===== src/rtl/calc_io_pkg.sv =====
`default_nettype none
// ============================================================================
//  Module      : calc_io_pkg
//  Description : Shared definitions for the calculator IO bus master:
//                IO window addresses, operation encodings and FSM states.
//  Revision    : 1.0  initial release
// ============================================================================
package calc_io_pkg;

  // Memory-mapped IO window of sc_datamem
  localparam logic [31:0] c_addr_sw   = 32'hffff_ff00;
  localparam logic [31:0] c_addr_key  = 32'hffff_ff10;
  localparam logic [31:0] c_addr_hex0 = 32'hffff_ff20;
  localparam logic [31:0] c_addr_hex1 = 32'hffff_ff30;
  localparam logic [31:0] c_addr_hex2 = 32'hffff_ff40;
  localparam logic [31:0] c_addr_hex3 = 32'hffff_ff50;
  localparam logic [31:0] c_addr_hex4 = 32'hffff_ff60;
  localparam logic [31:0] c_addr_hex5 = 32'hffff_ff70;
  localparam logic [31:0] c_addr_led  = 32'hffff_ff80;

  // Operation encodings driven on the mode output
  localparam logic [1:0] c_mode_add = 2'b00;
  localparam logic [1:0] c_mode_sub = 2'b01;
  localparam logic [1:0] c_mode_xor = 2'b10;

  // Frame sequencer states
  typedef enum logic [3:0] {
    S_IDLE   = 4'd0,
    S_RD_SW  = 4'd1,
    S_RD_KEY = 4'd2,
    S_CALC   = 4'd3,
    S_WR0    = 4'd4,
    S_WR1    = 4'd5,
    S_WR2    = 4'd6,
    S_WR3    = 4'd7,
    S_WR4    = 4'd8,
    S_WR5    = 4'd9,
    S_WR_LED = 4'd10,
    S_GAP    = 4'd11
  } state_t;

  // A BCD digit occupies the low nibble of a write word, the rest is zero
  function automatic logic [31:0] digit_word(input logic [3:0] digit);
    return {28'd0, digit};
  endfunction

endpackage
`default_nettype wire


===== src/rtl/calc_io_master_bin2bcd2.sv =====
`default_nettype none
// ============================================================================
//  Module      : bin2bcd2
//  Description : Combinational 6-bit binary to two-digit BCD converter.
//                Inputs are < 64, so the tens digit never exceeds 6.
//  Revision    : 1.0  initial release
// ============================================================================
module bin2bcd2 (
  input  logic [5:0] value,
  output logic [3:0] tens,
  output logic [3:0] ones
);

  logic [5:0] w_tens_weight;
  logic [5:0] w_rem;

  // Tens digit by threshold compare, ones digit as the remainder
  always_comb begin
    tens = 4'd0;
    for (int k = 1; k <= 6; k++) begin
      if (value >= 6'(10 * k)) begin
        tens = 4'(k);
      end
    end
    w_tens_weight = {2'b00, tens} * 6'd10;
    w_rem         = value - w_tens_weight;
    ones          = w_rem[3:0];
  end

endmodule
`default_nettype wire


===== src/rtl/calc_io_master.sv =====
`default_nettype none
// ============================================================================
//  Module      : calc_io_master
//  Description : Bus initiator that replaces the CPU on sc_datamem's IO window.
//                Each frame reads switches and keys, computes A op B and writes
//                six BCD digits to the hex display registers.
//                Optional feature macro CALC_SIGN_EN: signed-magnitude subtract
//                plus an extra LED write carrying the sign.
//  Revision    : 1.0  initial release
// ============================================================================
module calc_io_master
  import calc_io_pkg::*;
#(
  parameter int RD_LAT   = 1,
  parameter int POLL_GAP = 4
) (
  input  logic        clock,
  input  logic        reset,
  input  logic        enable,
  output logic [31:0] addr,
  output logic [31:0] datain,
  output logic        we,
  input  logic [31:0] dataout,
  output logic [1:0]  mode,
  output logic        frame_done
);

  localparam logic [15:0] c_rd_last  = 16'(RD_LAT - 1);
  localparam bit          c_has_gap  = (POLL_GAP > 0);
  localparam logic [15:0] c_gap_last = c_has_gap ? 16'(POLL_GAP - 1) : 16'd0;

  state_t      r_state;
  logic [15:0] r_cnt;
  logic [9:0]  r_sw;
  logic [2:0]  r_key;        // {key3, key2, key1}, active-low
  logic [31:0] r_addr;
  logic [31:0] r_datain;
  logic        r_we;
  logic [1:0]  r_mode;
  logic        r_frame_done;

  logic [1:0]  w_mode_next;
  logic [5:0]  w_a6;
  logic [5:0]  w_b6;
  logic [5:0]  w_result;
  logic [3:0]  w_res_tens, w_res_ones;
  logic [3:0]  w_a_tens, w_a_ones;
  logic [3:0]  w_b_tens, w_b_ones;
  state_t      w_after_state;
  logic [31:0] w_after_addr;
  logic        w_unused_dataout;

`ifdef CALC_SIGN_EN
  logic        w_neg;
`endif

  assign addr       = r_addr;
  assign datain     = r_datain;
  assign we         = r_we;
  assign mode       = r_mode;
  assign frame_done = r_frame_done;

  // Only the switch and key fields of the read word carry information
  assign w_unused_dataout = ^dataout[31:10];

  assign w_a6 = {1'b0, r_sw[9:5]};
  assign w_b6 = {1'b0, r_sw[4:0]};

  // Where the sequencer goes once a frame (and its gap) is over
  assign w_after_state = enable ? S_RD_SW : S_IDLE;
  assign w_after_addr  = enable ? c_addr_sw : 32'd0;

  // Key priority key1 > key2 > key3; no key held keeps the previous op
  always_comb begin
    w_mode_next = r_mode;
    if (!r_key[0]) begin
      w_mode_next = c_mode_add;
    end else if (!r_key[1]) begin
      w_mode_next = c_mode_sub;
    end else if (!r_key[2]) begin
      w_mode_next = c_mode_xor;
    end
  end

`ifdef CALC_SIGN_EN
  assign w_neg = (w_mode_next == c_mode_sub) && (w_a6 < w_b6);
`endif

  // Result is held stable through the write states because sw/key and the
  // (idempotent) mode decision do not change until the next RD_SW
  always_comb begin
    w_result = 6'd0;
    case (w_mode_next)
      c_mode_add: w_result = w_a6 + w_b6;
`ifdef CALC_SIGN_EN
      c_mode_sub: w_result = w_neg ? (w_b6 - w_a6) : (w_a6 - w_b6);
`else
      c_mode_sub: w_result = w_a6 - w_b6;
`endif
      c_mode_xor: w_result = w_a6 ^ w_b6;
      default:    w_result = 6'd0;
    endcase
  end

  bin2bcd2 u_bcd_res (.value(w_result), .tens(w_res_tens), .ones(w_res_ones));
  bin2bcd2 u_bcd_a   (.value(w_a6),     .tens(w_a_tens),   .ones(w_a_ones));
  bin2bcd2 u_bcd_b   (.value(w_b6),     .tens(w_b_tens),   .ones(w_b_ones));

  // Frame sequencer with registered bus outputs
  always_ff @(posedge clock or posedge reset) begin
    if (reset) begin
      r_state      <= S_IDLE;
      r_cnt        <= 16'd0;
      r_sw         <= 10'd0;
      r_key        <= 3'b111;
      r_addr       <= 32'd0;
      r_datain     <= 32'd0;
      r_we         <= 1'b0;
      r_mode       <= c_mode_add;
      r_frame_done <= 1'b0;
    end else begin
      r_we         <= 1'b0;
      r_datain     <= 32'd0;
      r_frame_done <= 1'b0;
      case (r_state)
        S_IDLE: begin
          r_cnt <= 16'd0;
          if (enable) begin
            r_state <= S_RD_SW;
            r_addr  <= c_addr_sw;
          end else begin
            r_addr  <= 32'd0;
          end
        end
        S_RD_SW: begin
          if (r_cnt == c_rd_last) begin
            r_sw    <= dataout[9:0];
            r_state <= S_RD_KEY;
            r_addr  <= c_addr_key;
            r_cnt   <= 16'd0;
          end else begin
            r_cnt   <= r_cnt + 16'd1;
          end
        end
        S_RD_KEY: begin
          if (r_cnt == c_rd_last) begin
            r_key   <= dataout[3:1];
            r_state <= S_CALC;
            r_addr  <= 32'd0;
            r_cnt   <= 16'd0;
          end else begin
            r_cnt   <= r_cnt + 16'd1;
          end
        end
        S_CALC: begin
          r_mode   <= w_mode_next;
          r_state  <= S_WR0;
          r_addr   <= c_addr_hex0;
          r_datain <= digit_word(w_res_ones);
          r_we     <= 1'b1;
        end
        S_WR0: begin
          r_state  <= S_WR1;
          r_addr   <= c_addr_hex1;
          r_datain <= digit_word(w_res_tens);
          r_we     <= 1'b1;
        end
        S_WR1: begin
          r_state  <= S_WR2;
          r_addr   <= c_addr_hex2;
          r_datain <= digit_word(w_b_ones);
          r_we     <= 1'b1;
        end
        S_WR2: begin
          r_state  <= S_WR3;
          r_addr   <= c_addr_hex3;
          r_datain <= digit_word(w_b_tens);
          r_we     <= 1'b1;
        end
        S_WR3: begin
          r_state  <= S_WR4;
          r_addr   <= c_addr_hex4;
          r_datain <= digit_word(w_a_ones);
          r_we     <= 1'b1;
        end
        S_WR4: begin
          r_state  <= S_WR5;
          r_addr   <= c_addr_hex5;
          r_datain <= digit_word(w_a_tens);
          r_we     <= 1'b1;
`ifndef CALC_SIGN_EN
          r_frame_done <= 1'b1;
`endif
        end
`ifdef CALC_SIGN_EN
        S_WR5: begin
          r_state      <= S_WR_LED;
          r_addr       <= c_addr_led;
          r_datain     <= {31'd0, w_neg};
          r_we         <= 1'b1;
          r_frame_done <= 1'b1;
        end
        S_WR_LED: begin
`else
        S_WR5, S_WR_LED: begin
`endif
          r_cnt <= 16'd0;
          if (c_has_gap) begin
            r_state <= S_GAP;
            r_addr  <= 32'd0;
          end else begin
            r_state <= w_after_state;
            r_addr  <= w_after_addr;
          end
        end
        S_GAP: begin
          if (r_cnt == c_gap_last) begin
            r_state <= w_after_state;
            r_addr  <= w_after_addr;
            r_cnt   <= 16'd0;
          end else begin
            r_cnt   <= r_cnt + 16'd1;
          end
        end
        default: begin
          r_state <= S_IDLE;
          r_addr  <= 32'd0;
          r_cnt   <= 16'd0;
        end
      endcase
    end
  end

endmodule
`default_nettype wire


===== config.mk =====
export PLATFORM = sky130hd
export DESIGN_NAME = calc_io_master
export DESIGN_NICKNAME = d
export VERILOG_FILES = /design/src/rtl/calc_io_pkg.sv /design/src/rtl/calc_io_master_bin2bcd2.sv /design/src/rtl/calc_io_master.sv
export SDC_FILE = /design/constraint.sdc
export NUM_CORES = 1
export LEC_CHECK = 0
export CAP_MARGIN = 10
export CELL_PAD_IN_SITES_DETAIL_PLACEMENT = 1
export CELL_PAD_IN_SITES_GLOBAL_PLACEMENT = 2
export CORE_ASPECT_RATIO = 0.9
export CORE_MARGIN = 3
export CORE_UTILIZATION = 31
export CTS_BUF_LIST = sky130_fd_sc_hd__clkbuf_4 sky130_fd_sc_hd__clkbuf_8 sky130_fd_sc_hd__clkbuf_16
export CTS_CLUSTER_DIAMETER = 30
export DETAILED_ROUTE_END_ITERATION = 12
export GPL_TIMING_DRIVEN = 0
export PLACE_DENSITY = 0.88
export SETUP_SLACK_MARGIN = 0.02
export SKIP_CTS_REPAIR_TIMING = 1
export SLEW_MARGIN = 25
export SYNTH_ARGS = -nofsm -noshare
export SYNTH_HDL_FRONTEND = slang
export SYNTH_HIERARCHICAL = 1
export SYNTH_SLANG_ARGS = --single-unit

===== constraint.sdc =====
create_clock -name clock -period 10.64 [get_ports clock]
set_input_delay 1.064 -clock clock [delete_from_list [all_inputs] [get_ports clock]]
set_output_delay 1.064 -clock clock [all_outputs]
set_load 0.005 [all_outputs]

After elaboration in Yosys (flattened, before gate mapping)
Cells that the tools add are included.

Add/subtract/negate cells: 6. $mul: 3. $lt $le $gt $ge: 18. Eq/ne operators: 18. Multiplexer cells: 39. Bitwise gates (word level): 1. Reductions and logical operators: 10.

Operators with widths (number): case mux 32 bit (10 select lines) (1); 2-to-1 mux 32 bit (4); case mux 16 bit (3 select lines) (1); case mux 4 bit (11 select lines) (1); >= comparator 5 x 6 -> 1 bit (second input constant) (6); 2-to-1 mux 16 bit (2); 2-to-1 mux 3 bit (9); case mux 4 bit (6 select lines) (1); >= comparator 5 bit (second input constant) (4); >= comparator 6 bit (second input constant) (3); 2-to-1 mux 2 bit (9); case mux 6 bit (3 select lines) (1); adder 16 x 1 -> 16 bit (second input constant) (1); == test 16 x 2 -> 1 bit (second input constant) (1); == test 4 x 3 -> 1 bit (second input constant) (4); == test 4 bit (second input constant) (4); zero test 16 bit (1); 2-to-1 mux 4 bit (4); >= comparator 6 x 5 -> 1 bit (second input constant) (2); subtractor 4 bit (3); >= comparator 5 x 4 -> 1 bit (second input constant) (2); multiplier 3 x 3 -> 3 bit (second input constant) (3); == test 4 x 2 -> 1 bit (second input constant) (2); != test 2 bit (second input constant) (4); other kinds (15) (22).

Bits in registers: 101. Output and inout port bits: 68.

Longest topological paths before layout
Gate-level depths: netlist of run 1.

Depth after elaboration: 15. Depth in mapped cells: 19.

Modules after synthesis
The synthesis of run 1 kept the hierarchy.

By module, submodules not included: calc_io_master (times used 1, cells an instance 350, area an instance 3221.8 um2, sequential area each 1129.8 um2); bin2bcd2 (times used 3, cells an instance 29, area an instance 193.9 um2, sequential area each 0.0 um2).

Worst setup path before layout of run 1
Ideal clock, no wire load.

Path type: register to register. Start point: reg r_key[2]. End point: reg r_datain[3] (netlist: datain[3]). Setup time: 0.127 ns. Data arrival time: 4.078 ns. Data required time: 10.513 ns. Setup slack: 6.435 ns. Cell stages (with the launch flop): 19. Path buffers: 0. Clock period less this slack: 4.205 ns. Path through: dfstp_2 -> nand3b_1 -> a21boi_1 -> mux2i_1 -> ha_1 -> nor2b_1 -> o21ai_0 -> a21oi_1 -> or3_1 -> a21oi_1 -> nor2b_1 -> nor3_1 -> a211oi_1 -> ha_1 -> inv_1 -> fa_1 -> xnor2_1 -> a222oi_1 -> inv_1.

Cells in the longest elaborated chain, start to end: 15. Elaborated cells between the ends (all ways): 22. Classes of those cells: add/sub: 1; mul: 1; order compare: 6; eq/ne: 2; mux: 11; reduce/logical: 1.

RTL lines: start: declaration (line calc_io_master.sv:35) `logic [2:0] r_key;`; start signal: assignment (line calc_io_master.sv:147) `r_key <= dataout[3:1];`; 2-to-1 mux 2 bit (*) (line calc_io_master.sv:80) `end else if (!r_key[2]) begin`; 2-to-1 mux 2 bit (*) (line calc_io_master.sv:78) `end else if (!r_key[1]) begin`; 2-to-1 mux 2 bit (*) (line calc_io_master.sv:76) `if (!r_key[0]) begin`; == test 2 bit, or another cell as far along (line calc_io_master.sv:93) `case (w_mode_next)`; case mux 6 bit (3 select lines) (*) (line calc_io_master.sv:93); net w_result[5] (line calc_io_master.sv:45) `logic [5:0] w_result;`; >= comparator 6 x 4 -> 1 bit (line calc_io_master_bin2bcd2.sv:21) `if (value >= 6'(10 * k)) begin`; 2-to-1 mux 1 bit (line calc_io_master_bin2bcd2.sv:21); 2-to-1 mux 2 bit (2 in series) (line calc_io_master_bin2bcd2.sv:21); 2-to-1 mux 3 bit (2 in series) (line calc_io_master_bin2bcd2.sv:21); 2-to-1 mux 3 bit (*) (line calc_io_master_bin2bcd2.sv:21); net w_res_tens[0] (line calc_io_master.sv:46) `logic [3:0] w_res_tens, w_res_ones;`; multiplier 3 x 3 -> 3 bit (*) (line calc_io_master_bin2bcd2.sv:25) `w_tens_weight = {2'b00, tens} * 6'd10;`; subtractor 4 bit (*) (line calc_io_master_bin2bcd2.sv:26) `w_rem = value - w_tens_weight;`; net w_res_ones[3] (line calc_io_master.sv:46); case mux 4 bit (6 select lines) (*) (line calc_io_master.sv:125) `case (r_state)`; end signal: assignment (line calc_io_master.sv:159) `r_datain <= digit_word(w_res_ones);`; end signal: assignment (line calc_io_master.sv:165) `r_datain <= digit_word(w_res_tens);`; end signal: assignment (line calc_io_master.sv:171) `r_datain <= digit_word(w_b_ones);`; end: declaration (line calc_io_master.sv:37) `logic [31:0] r_datain;`.

Mark *: on every way through the listed nets, which the timed path passes. The rest lies on a longest branch. A chain may end at the register's enable or synchronous reset.

Worst setup path after layout of run 1
Same ends and word-level chain as after synthesis.

==> results of run 1 <==
-- layout make-up --
class / count / share of cell area (%)
repair buffers: 48 / 10.22
inverters: 36 / 2.815
clock buffers: 5 / 2.606
multi-input cells: 326 / 44.90
well taps: 156 / 4.066
plain buffers: 74 / 11.42
flip-flops and latches: 45 / 23.53
clock inverters: 3 / 0.4431
-- logic make-up (layout without fill, tap and decap cells) --
kind of cell / Yosys count / in the layout / share of synthesized area (%)
AND/OR/NAND/NOR: 130 / 130 / 19.41
adder cells (fa/ha/maj): 18 / 18 / 6.612
XOR/XNOR: 18 / 18 / 4.145
multiplexers: 16 / 16 / 5.197
AO/OA/AOI/OAI: 96 / 96 / 16.58
other: 4 / 48 / 0.3946
buffers and inverters: 110 / 166 / 17.96
flip-flops: 45 / 45 / 29.70
-- worst max-delay path, stage by stage (launching register included) --
cell	delay, ns
sky130_fd_sc_hd__dfstp_2	0.57
sky130_fd_sc_hd__nand3b_1	0.08
sky130_fd_sc_hd__a21boi_1	0.36
sky130_fd_sc_hd__mux2i_1	0.36
sky130_fd_sc_hd__ha_1	0.30
sky130_fd_sc_hd__nor2b_1	0.13
sky130_fd_sc_hd__o21ai_0	0.28
sky130_fd_sc_hd__a21oi_1	0.14
sky130_fd_sc_hd__or3_1	0.38
sky130_fd_sc_hd__a21oi_1	0.43
sky130_fd_sc_hd__nor2b_1	0.27
sky130_fd_sc_hd__nor3_1	0.08
sky130_fd_sc_hd__a211oi_1	0.26
sky130_fd_sc_hd__ha_1	0.22
sky130_fd_sc_hd__inv_1	0.06
sky130_fd_sc_hd__fa_1	0.37
sky130_fd_sc_hd__xnor2_1	0.16
sky130_fd_sc_hd__a222oi_1	0.34
sky130_fd_sc_hd__inv_1	0.08
-- registers in the layout, indices dropped and copies added (netlist names) --
| register | cells |
|---|---|
| addr | 4 |
| datain | 4 |
| frame_done | 1 |
| mode | 2 |
| r_cnt | 16 |
| r_key | 3 |
| r_state | 4 |
| r_sw | 10 |
| we | 1 |
-- routing by layer --
layer / track usage, % / share of wire, % / up-vias
met2: 22.37 / 45 / 83
met5: 0 / 0 / -
met3: 2.092 / 4.9 / 6
met1: 20.79 / 49 / 1532
met4: 3.358 / 1.1 / 0
li1: - / - / 1602
-- metrics by stage --
stage | hold WS (ns) | setup slack [ns] | area [sq um] | std cells | utilization, %
global route | 0.5333 | 5.319 | 4801 | 693 | 40.99
finish | 0.5056 | 5.652 | 4801 | 693 | 40.99
floorplan | 0.4765 | 6.435 | 3969 | 481 | -
global placement | 0.4743 | 5.923 | 4634 | 684 | 39.57
CTS | 0.5206 | 5.628 | 4801 | 693 | 40.99
detailed placement | 0.5041 | 5.682 | 4654 | 685 | 39.74
-- where the power goes --
group	internal, mW	switching, mW
Sequential	0.233	0.0976
Combinational	0.731	0.763
Clock	0.0876	0.0732
-- worst paths after layout --
| path | from | to | slack [ns] | cells past startpoint |
|---|---|---|---|---|
| max | r_key[2] | datain[3] | 5.65 | 18 |
| min | addr[6] | addr[6] | 0.51 | 1 |
| max reg2reg | r_key[2] | datain[3] | 5.65 | 18 |
| min reg2reg | addr[6] | addr[6] | 0.51 | 1 |
| max in group asynchronous | reset | r_key[1] | 8.92 | 3 |
| min in group asynchronous | reset | r_cnt[11] | 1.13 | 2 |
-- cells in the final DEF, fill, tap and decap left out, drive strengths merged, types with 11 or more instances in the layout --
cell type and n:
a21oi 15, clkdlybuf4s50 47, ha 11, nand2 35, conb 48, o21ai 31
xnor2 11, nor2b 14, buf 72, nor2 25, dfrtp 42, inv 37
==> run_results.csv, run 1 <==
group,metric,value,unit
status,status,"finished clean",
global_routing,first_global_vias,3219,
run,timing.max_cap.violations,0,
yosys,most_area_hungry_cell_type_in_the_yosys_netlist,"sky130_fd_sc_hd__dfrtp_1",
yosys,synthesis.yosys.warnings,6,
pwr,static-leakage-power,2.234,nW
timing,totalNegativeSetupSlack,0,ns
timing,timing.final.crit_share,46.88,%
final_layout,synthToLayoutAreaGrowth,26.22,%
yosys,ys_async_sr_fraction,100.0,%
clock_tree,cts_tree,"yes",
route,avgRoutedWirePerCell,13.72,um
global_routing,initial_antenna_violation_count,0,
global_routing,grt_first_pass_wirelength,16.01,mm
pwr,vdd_drop_max,0.2466,mV
global_routing,globalRouteOverflowTotal,0,
yosys,library_cell_with_the_highest_instance_count_after_synthesis,"sky130_fd_sc_hd__buf_4",
setup_path,crit_type,"reg -> reg",
timing,rsz_0062_raised_after_global_routing,"no",
floorplan,die-height,111.1,um
floorplan,design.core.area,0.01171,sq mm
floorplan,area_of_the_die,0.01364,sq mm
timing,clock-skew-final,0.004445,ns
route,drc_errors,0,
pwr,fin_total_pwr,1.985,mW
placement,dpl.hpwl,7.501,mm
route,num_vias,3223,
floorplan,dieWidth,122.8,um
timing,hold_viol_final,0,
timing,slew_margin_rel,40.51,%
yosys,synth.top_cells.by_count,"sky130_fd_sc_hd__buf_4, sky130_fd_sc_hd__dfrtp_1, sky130_fd_sc_hd__inv_1",
yosys,post-synth-top-area-fraction,27.63,%
route,number_of_design_rule_violations_left_by_the_first_detailed_router_iteration,150,
yosys,avgSynthCellArea,8.704,sq um
final_layout,final_net_count,586,
placement,io_buffers,47,
min_path,worstHoldPathType,"reg -> reg",
global_routing,gr-usage-all-layers,14.34,%
yosys,synth-seq-cells,45,
clock_tree,clockRootBuffer,"sky130_fd_sc_hd__clkbuf_16",
setup_path,timing.critical_path.required,10.81,ns
yosys,number_of_flops_mapped_to_enable_cells_by_yosys,0,
yosys,synthTopCellsByArea,"sky130_fd_sc_hd__dfrtp_1, sky130_fd_sc_hd__buf_4, sky130_fd_sc_hd__ha_1",
pwr,cellPowerDensity,413.5,mW/mm^2
timing,timing.final.setup_violations,0,
clock_tree,numClockSinks,45,
floorplan,initial_core_util,32.48,%
route,drt-pass1-iter-count,4,
route,post_drt_via_cell_ratio,4.651,
yosys,synthCells,437,
setup_path,critical_path_sink_type,"flip-flop",
final_layout,fill_cell_instance_count_of_the_final_layout,1382,
floorplan,num_rows,37,
clock_tree,clock_pin_slew_worst_setup_and_hold_paths,0.07,ns
final_layout,drive_gt1_share,20.48,%
clock_tree,ctsLongestPathBuffers,2,
route,antenna_violating_nets_post_route,0,
clock_tree,tritoncts.num_buffers,5,
clock_tree,ctsHtreeMaxLevel,2,
yosys,synth_seq_area_share,29.70,%
setup_path,crit_arrival,5.16,ns
route,totalWireLength,9.511,mm
setup_path,setup.worst_path.start_class,"flip-flop",
yosys,post_synth_instance_area,0.003804,sq mm
timing,fmax,200.5,MHz
timing,slew_viol_final,0,
clock_tree,clock_insertion_delay_worst_skew,0.29,ns
global_routing,pin_count_of_the_biggest_net_entering_global_routing,26,
final_layout,antenna_cells_inserted,0,
timing,tightest_slew,0.8855,ns
floorplan,num_io_pins,103,
setup_path,crit_path_max_fanout,6,
yosys,synthDistinctLibCells,63,
final_layout,seqCellArea,0.001130,sq mm
timing,fin_crit,4.988,ns
final_layout,multi_input_area,0.002156,sq mm
yosys,yosys_most_used_dff,"sky130_fd_sc_hd__dfrtp_1",
placement,routabilityCongestion,0.8119,
No activity file was read; power rests on OpenSTA's default activity.
==> inputs of run 2 (changes only) <==
- CORE_UTILIZATION: 31 -> 26
- PLACE_DENSITY: 0.88 -> 0.78
- clock period: 10.64 -> 4.3 ns (I/O delays scaled with it)
==> run_results.csv, run 2 (synthesized netlist as in run 1, its figures left out) <==
group,metric,value,unit
floorplan,area_of_the_die,0.01612,sq mm
final_layout,synthToLayoutAreaGrowth,32.63,%
global_routing,first_global_vias,3312,
setup_path,cp_bufs_invs,4,
global_routing,globalRouteOverflowTotal,0,
timing,fin_crit,4.282,ns
timing,totalNegativeSetupSlack,0,ns
timing,slew_margin_rel,34.20,%
global_routing,global_route.peak_usage_layer,"met2",
route,drc_errors,0,
final_layout,final_net_count,597,
setup_path,setup.worst_path.start_class,"flip-flop",
setup_path,ordered_list_of_cells_on_the_worst_path,"nand3b_1, a21boi_4, mux2i_2, ha_1, nor2b_4, o21ai_2, buf_4, nand2_2, xnor2_2, o21ai_2, buf_4, nor2b_4, and3_1, a211oi_2, ha_2, inv_2, fa_2, xnor2_2, a222oi_1, inv_1",
global_routing,met2_usage,20.97,%
run,timing.max_cap.violations,0,
final_layout,layout_common_cells,"sky130_fd_sc_hd__buf_4, sky130_fd_sc_hd__conb_1, sky130_fd_sc_hd__clkdlybuf4s50_1, sky130_fd_sc_hd__dfrtp_1",
timing,fmax,233.5,MHz
setup_path,timing.critical_path.required,4.47,ns
setup_path,crit_arrival,4.46,ns
setup_path,crit_type,"reg -> reg",
route,number_of_design_rule_violations_left_by_the_first_detailed_router_iteration,141,
route,avgRoutedWirePerCell,13.92,um
clock_tree,ctsHtreeMaxLevel,2,
clock_tree,ctsLongestPathBuffers,2,
status,status,"finished clean",
timing,hold_viol_final,0,
route,antenna_violating_nets_post_route,0,
clock_tree,numClockSinks,45,
setup_path,cp_slowest_cell,"sky130_fd_sc_hd__dfstp_2",
setup_path,worst_path_largest_cell_delay,0.56,ns
timing,clock-skew-final,0.007515,ns
global_routing,gr-usage-all-layers,12.71,%
floorplan,dieWidth,133.5,um
route,post_drt_via_cell_ratio,4.511,
global_routing,grtUsageMet1,17.12,%
clock_tree,clockRootBuffer,"sky130_fd_sc_hd__clkbuf_16",
timing,final.setup.worst_slack,0.01785,ns
timing,rsz_0062_raised_after_global_routing,"yes",
final_layout,largest_register,"r_cnt",
final_layout,mostFrequentLayoutCell,"sky130_fd_sc_hd__buf_4",
timing,timing.final.setup_violations,0,
clock_tree,clock_insertion_delay_worst_skew,0.29,ns
floorplan,die-height,120.7,um
final_layout,drive_gt1_share,26.14,%
global_routing,initial_antenna_violation_count,0,
route,totalWireLength,10.30,mm
setup_path,critical_path_sink_type,"flip-flop",
final_layout,antenna_cells_inserted,0,
clock_tree,clock_pin_slew_worst_setup_and_hold_paths,0.06,ns
setup_path,reg2reg_to,"datain[3]",
floorplan,num_io_pins,103,
timing,tightest_slew,0.9870,ns
timing,timing.final.crit_share,99.58,%
final_layout,largest_register_ffs,16,
setup_path,crit_path_max_fanout,5,
route,drt-pass1-iter-count,4,
floorplan,design.core.area,0.01416,sq mm
setup_path,reg2reg_depth,20,
route,num_vias,3338,
placement,dpl.hpwl,7.896,mm
setup_path,r2r-start,"r_key[2]",
floorplan,num_rows,41,
global_routing,pin_count_of_the_biggest_net_entering_global_routing,28,
setup_path,worst_setup_sp,"r_key[2]",
placement,routabilityCongestion,0.7902,
setup_path,worst_path_dominant_cell_family,"compound AO/OA/AOI/OAI gates",
clock_tree,cts_tree,"yes",
timing,slew_viol_final,0,
placement,io_buffers,47,
placement,preCtsSetupSlack,-0.5717,ns
min_path,worstHoldPathType,"in -> async",
global_routing,grt_first_pass_wirelength,16.55,mm
global_routing,grt_util_met3,2.870,%
floorplan,initial_core_util,26.86,%
setup_path,r2r_slack,0.02,ns
clock_tree,tritoncts.num_buffers,5,
final_layout,registers_with_the_most_flip_flops,"r_cnt (16), r_sw (10)",
[run 2: changes by cell type in the layout (fill, tap and decap cells not counted), moves of 2 or more]
cell                      before  now
sky130_fd_sc_hd__xnor2_2       0    2
sky130_fd_sc_hd__nor2b_4       0    2
sky130_fd_sc_hd__nor2b_1      14   11
sky130_fd_sc_hd__mux2i_1       4    2
sky130_fd_sc_hd__a21oi_1      14   12
sky130_fd_sc_hd__xnor2_1      11    9
sky130_fd_sc_hd__mux2i_2       0    2
sky130_fd_sc_hd__o21ai_0      20   15
sky130_fd_sc_hd__o21ai_2       0    5
sky130_fd_sc_hd__buf_4        63   74
[run 2: through the flow]
step | instances | cell area, sq um | hold WS (ns) | util, %
after floorplan | 481 | 3969 | 0.4765 | -
final | 740 | 5045 | 0.4591 | 35.63
after global placement | 721 | 4681 | 0.4772 | 33.06
after CTS | 729 | 4847 | 0.4835 | 34.23
after global routing | 740 | 5045 | 0.5045 | 35.63
after detailed placement | 722 | 4701 | 0.4881 | 33.20
[run 2: how the worst max path moves through the flow]
| stage | endpoint | depth (start not counted) |
|---|---|---|
| 2_1_floorplan | datain[3] | 18 |
| 3_3_place_gp | datain[3] | 18 |
| 3_5_place_dp | datain[3] | 18 |
| 4_1_cts | datain[3] | 18 |
| 5_1_grt | datain[3] | 19 |
| 6_report | datain[3] | 20 |
[run 2: area by class of cell]
cell class / count / area, sq um
flip-flops and latches: 45 / 1130
plain buffers: 74 / 548.0
clock buffers: 7 / 146.4
fillers: 1708 / 9114
repair buffers: 59 / 573.1
multi-input cells: 326 / 2271
well taps: 193 / 241.5
inverters: 36 / 135.1
[run 2: metal layers]
layer / up-vias / share of wire (%)
met4: 0 / 0.86
li1: 1617 / -
met5: - / 0
met2: 78 / 47
met1: 1636 / 48
met3: 7 / 4.6
Power of run 2 is left out: the tool's default activity adds up to more than one toggle a clock period on the data nets, which glitch-free logic cannot reach.
==> inputs of run 3 (changes only) <==
- REMOVE_ABC_BUFFERS: unset -> 1
- TNS_END_PERCENT: unset -> 20
==> run_results.csv, run 3 (synthesized netlist as in run 1, its figures left out) <==
group,metric,value,unit
setup_path,crit_arrival,4.46,ns
final_layout,largest_register,"r_cnt",
route,totalWireLength,9.304,mm
min_path,worstHoldPathType,"in -> async",
setup_path,crit_path_max_fanout,5,
final_layout,antenna_cells_inserted,0,
setup_path,reg2reg_to,"datain[3]",
timing,fmax,232.3,MHz
final_layout,fill_cell_instance_count_of_the_final_layout,1667,
timing,rsz_0062_raised_after_global_routing,"yes",
route,drc_errors,0,
timing,tightest_slew,0.9182,ns
run,timing.max_cap.violations,0,
setup_path,r2r_slack,-0.005,ns
clock_tree,ctsHtreeMaxLevel,2,
placement,dpl.hpwl,7.106,mm
placement,place_area,0.004160,sq mm
floorplan,num_rows,41,
route,avgRoutedWirePerCell,14.08,um
final_layout,mostFrequentLayoutCell,"sky130_fd_sc_hd__conb_1",
timing,fin_crit,4.305,ns
route,num_vias,3022,
setup_path,crit_type,"reg -> reg",
global_routing,gr-usage-all-layers,11.53,%
route,antenna_violating_nets_post_route,0,
setup_path,timing.critical_path.required,4.45,ns
floorplan,area_of_the_die,0.01612,sq mm
timing,timing.hold.ws,0.4479,ns
floorplan,dieWidth,133.5,um
final_layout,finish.instance_area,0.004452,sq mm
setup_path,reg2reg_depth,18,
final_layout,synthToLayoutAreaGrowth,17.04,%
final_layout,layout_common_cells,"sky130_fd_sc_hd__conb_1, sky130_fd_sc_hd__clkdlybuf4s50_1, sky130_fd_sc_hd__dfrtp_1, sky130_fd_sc_hd__nand2_1, sky130_fd_sc_hd__inv_1",
floorplan,design.core.area,0.01416,sq mm
clock_tree,numClockSinks,45,
timing,totalNegativeSetupSlack,-0.005365,ns
final_layout,largest_register_ffs,16,
setup_path,r2r-start,"r_key[2]",
timing,slew_margin_rel,38.79,%
timing,timing.final.crit_share,100.1,%
final_layout,registers_with_the_most_flip_flops,"r_cnt (16), r_sw (10)",
route,number_of_design_rule_violations_left_by_the_first_detailed_router_iteration,142,
clock_tree,clock_insertion_delay_worst_skew,0.29,ns
clock_tree,clockRootBuffer,"sky130_fd_sc_hd__clkbuf_16",
global_routing,grt_first_pass_wirelength,15.41,mm
final_layout,final_net_count,518,
status,status,"finished with violations",
floorplan,initial_core_util,26.86,%
global_routing,first_global_vias,3057,
route,drt-pass1-iter-count,7,
clock_tree,tritoncts.num_buffers,5,
timing,slew_viol_final,0,
timing,clock-skew-final,0.009762,ns
timing,hold_viol_final,0,
placement,routabilityCongestion,0.7654,
floorplan,num_io_pins,103,
global_routing,globalRouteOverflowTotal,0,
timing,final.setup.worst_slack,-0.005365,ns
placement,io_buffers,47,
setup_path,worst_setup_sp,"r_key[2]",
timing,timing.final.setup_violations,1,
clock_tree,clock_pin_slew_worst_setup_and_hold_paths,0.06,ns
clock_tree,ctsLongestPathBuffers,2,
route,post_drt_via_cell_ratio,4.572,
global_routing,initial_antenna_violation_count,0,
clock_tree,cts_tree,"yes",
status,failed_checks,"setup timing",
setup_path,setup.worst_path.end,"datain[3]",
setup_path,setup.worst_path.start_class,"flip-flop",
global_routing,pin_count_of_the_biggest_net_entering_global_routing,31,
setup_path,critical_path_sink_type,"flip-flop",
floorplan,die-height,120.7,um
final_layout,drive_gt1_share,13.25,%
[run 3: cell types whose count changed in the layout (fill, tap and decap cells not counted), sizes merged]
cell | previous run | this run
clkbuf | 10 | 7
buf | 83 | 7
[run 3: per-layer routing]
layer  track usage (%)  up-vias  part of all wire, %
li1                  -     1471                    -
met1             16.30     1483                   50
met2             18.62       61                   45
met3             1.705        7                  3.8
met4             2.763        0                  1.2
met5                 0        -                    0
[run 3: layout make-up]
cell class / instances / area, sq um / share of cell area (%)
clock buffers: 7 / 146.4 / 3.288
repair buffers: 54 / 535.5 / 12.03
flip-flops and latches: 45 / 1130 / 25.38
multi-input cells: 326 / 2263 / 50.84
well taps: 193 / 241.5 / 5.424
inverters: 36 / 135.1 / 3.035
[run 3: critical path, cell delays in order (launching register included)]
cell	delay, ns
sky130_fd_sc_hd__dfstp_2	0.57
sky130_fd_sc_hd__nand3b_1	0.12
sky130_fd_sc_hd__a21boi_4	0.23
sky130_fd_sc_hd__mux2i_4	0.29
sky130_fd_sc_hd__ha_1	0.26
sky130_fd_sc_hd__nor2b_4	0.13
sky130_fd_sc_hd__o21ai_2	0.16
sky130_fd_sc_hd__a21oi_2	0.07
sky130_fd_sc_hd__or3_4	0.38
sky130_fd_sc_hd__a21oi_4	0.19
sky130_fd_sc_hd__nor2b_4	0.20
sky130_fd_sc_hd__nor3_2	0.05
sky130_fd_sc_hd__a211oi_2	0.26
sky130_fd_sc_hd__ha_2	0.22
sky130_fd_sc_hd__inv_2	0.04
sky130_fd_sc_hd__fa_2	0.36
sky130_fd_sc_hd__xnor2_2	0.14
sky130_fd_sc_hd__a222oi_1	0.41
sky130_fd_sc_hd__inv_1	0.08
[run 3: how the worst min path moves through the flow]
stage | start | endpoint | slack (ns) | cells after the start
3_3_place_gp | addr[6] | addr[6] | 0.48 | 1
6_report | reset | r_sw[4] | 0.45 | 2
4_1_cts | reset | r_sw[4] | 0.46 | 2
3_5_place_dp | addr[4] | addr[4] | 0.49 | 2
5_1_grt | reset | r_sw[2] | 0.49 | 2
2_1_floorplan | addr[4] | addr[4] | 0.48 | 2
[run 3: per-stage QoR]
stage	instances	utilization, %	setup slack, ns
finish	661	31.44	-0.005365
detailed placement	648	29.38	-0.6784
global placement	647	29.19	-0.5394
floorplan	407	-	0.09517
CTS	655	30.42	-0.7073
global route	661	31.44	-0.2405
Power of run 3 is left out for the same reason.
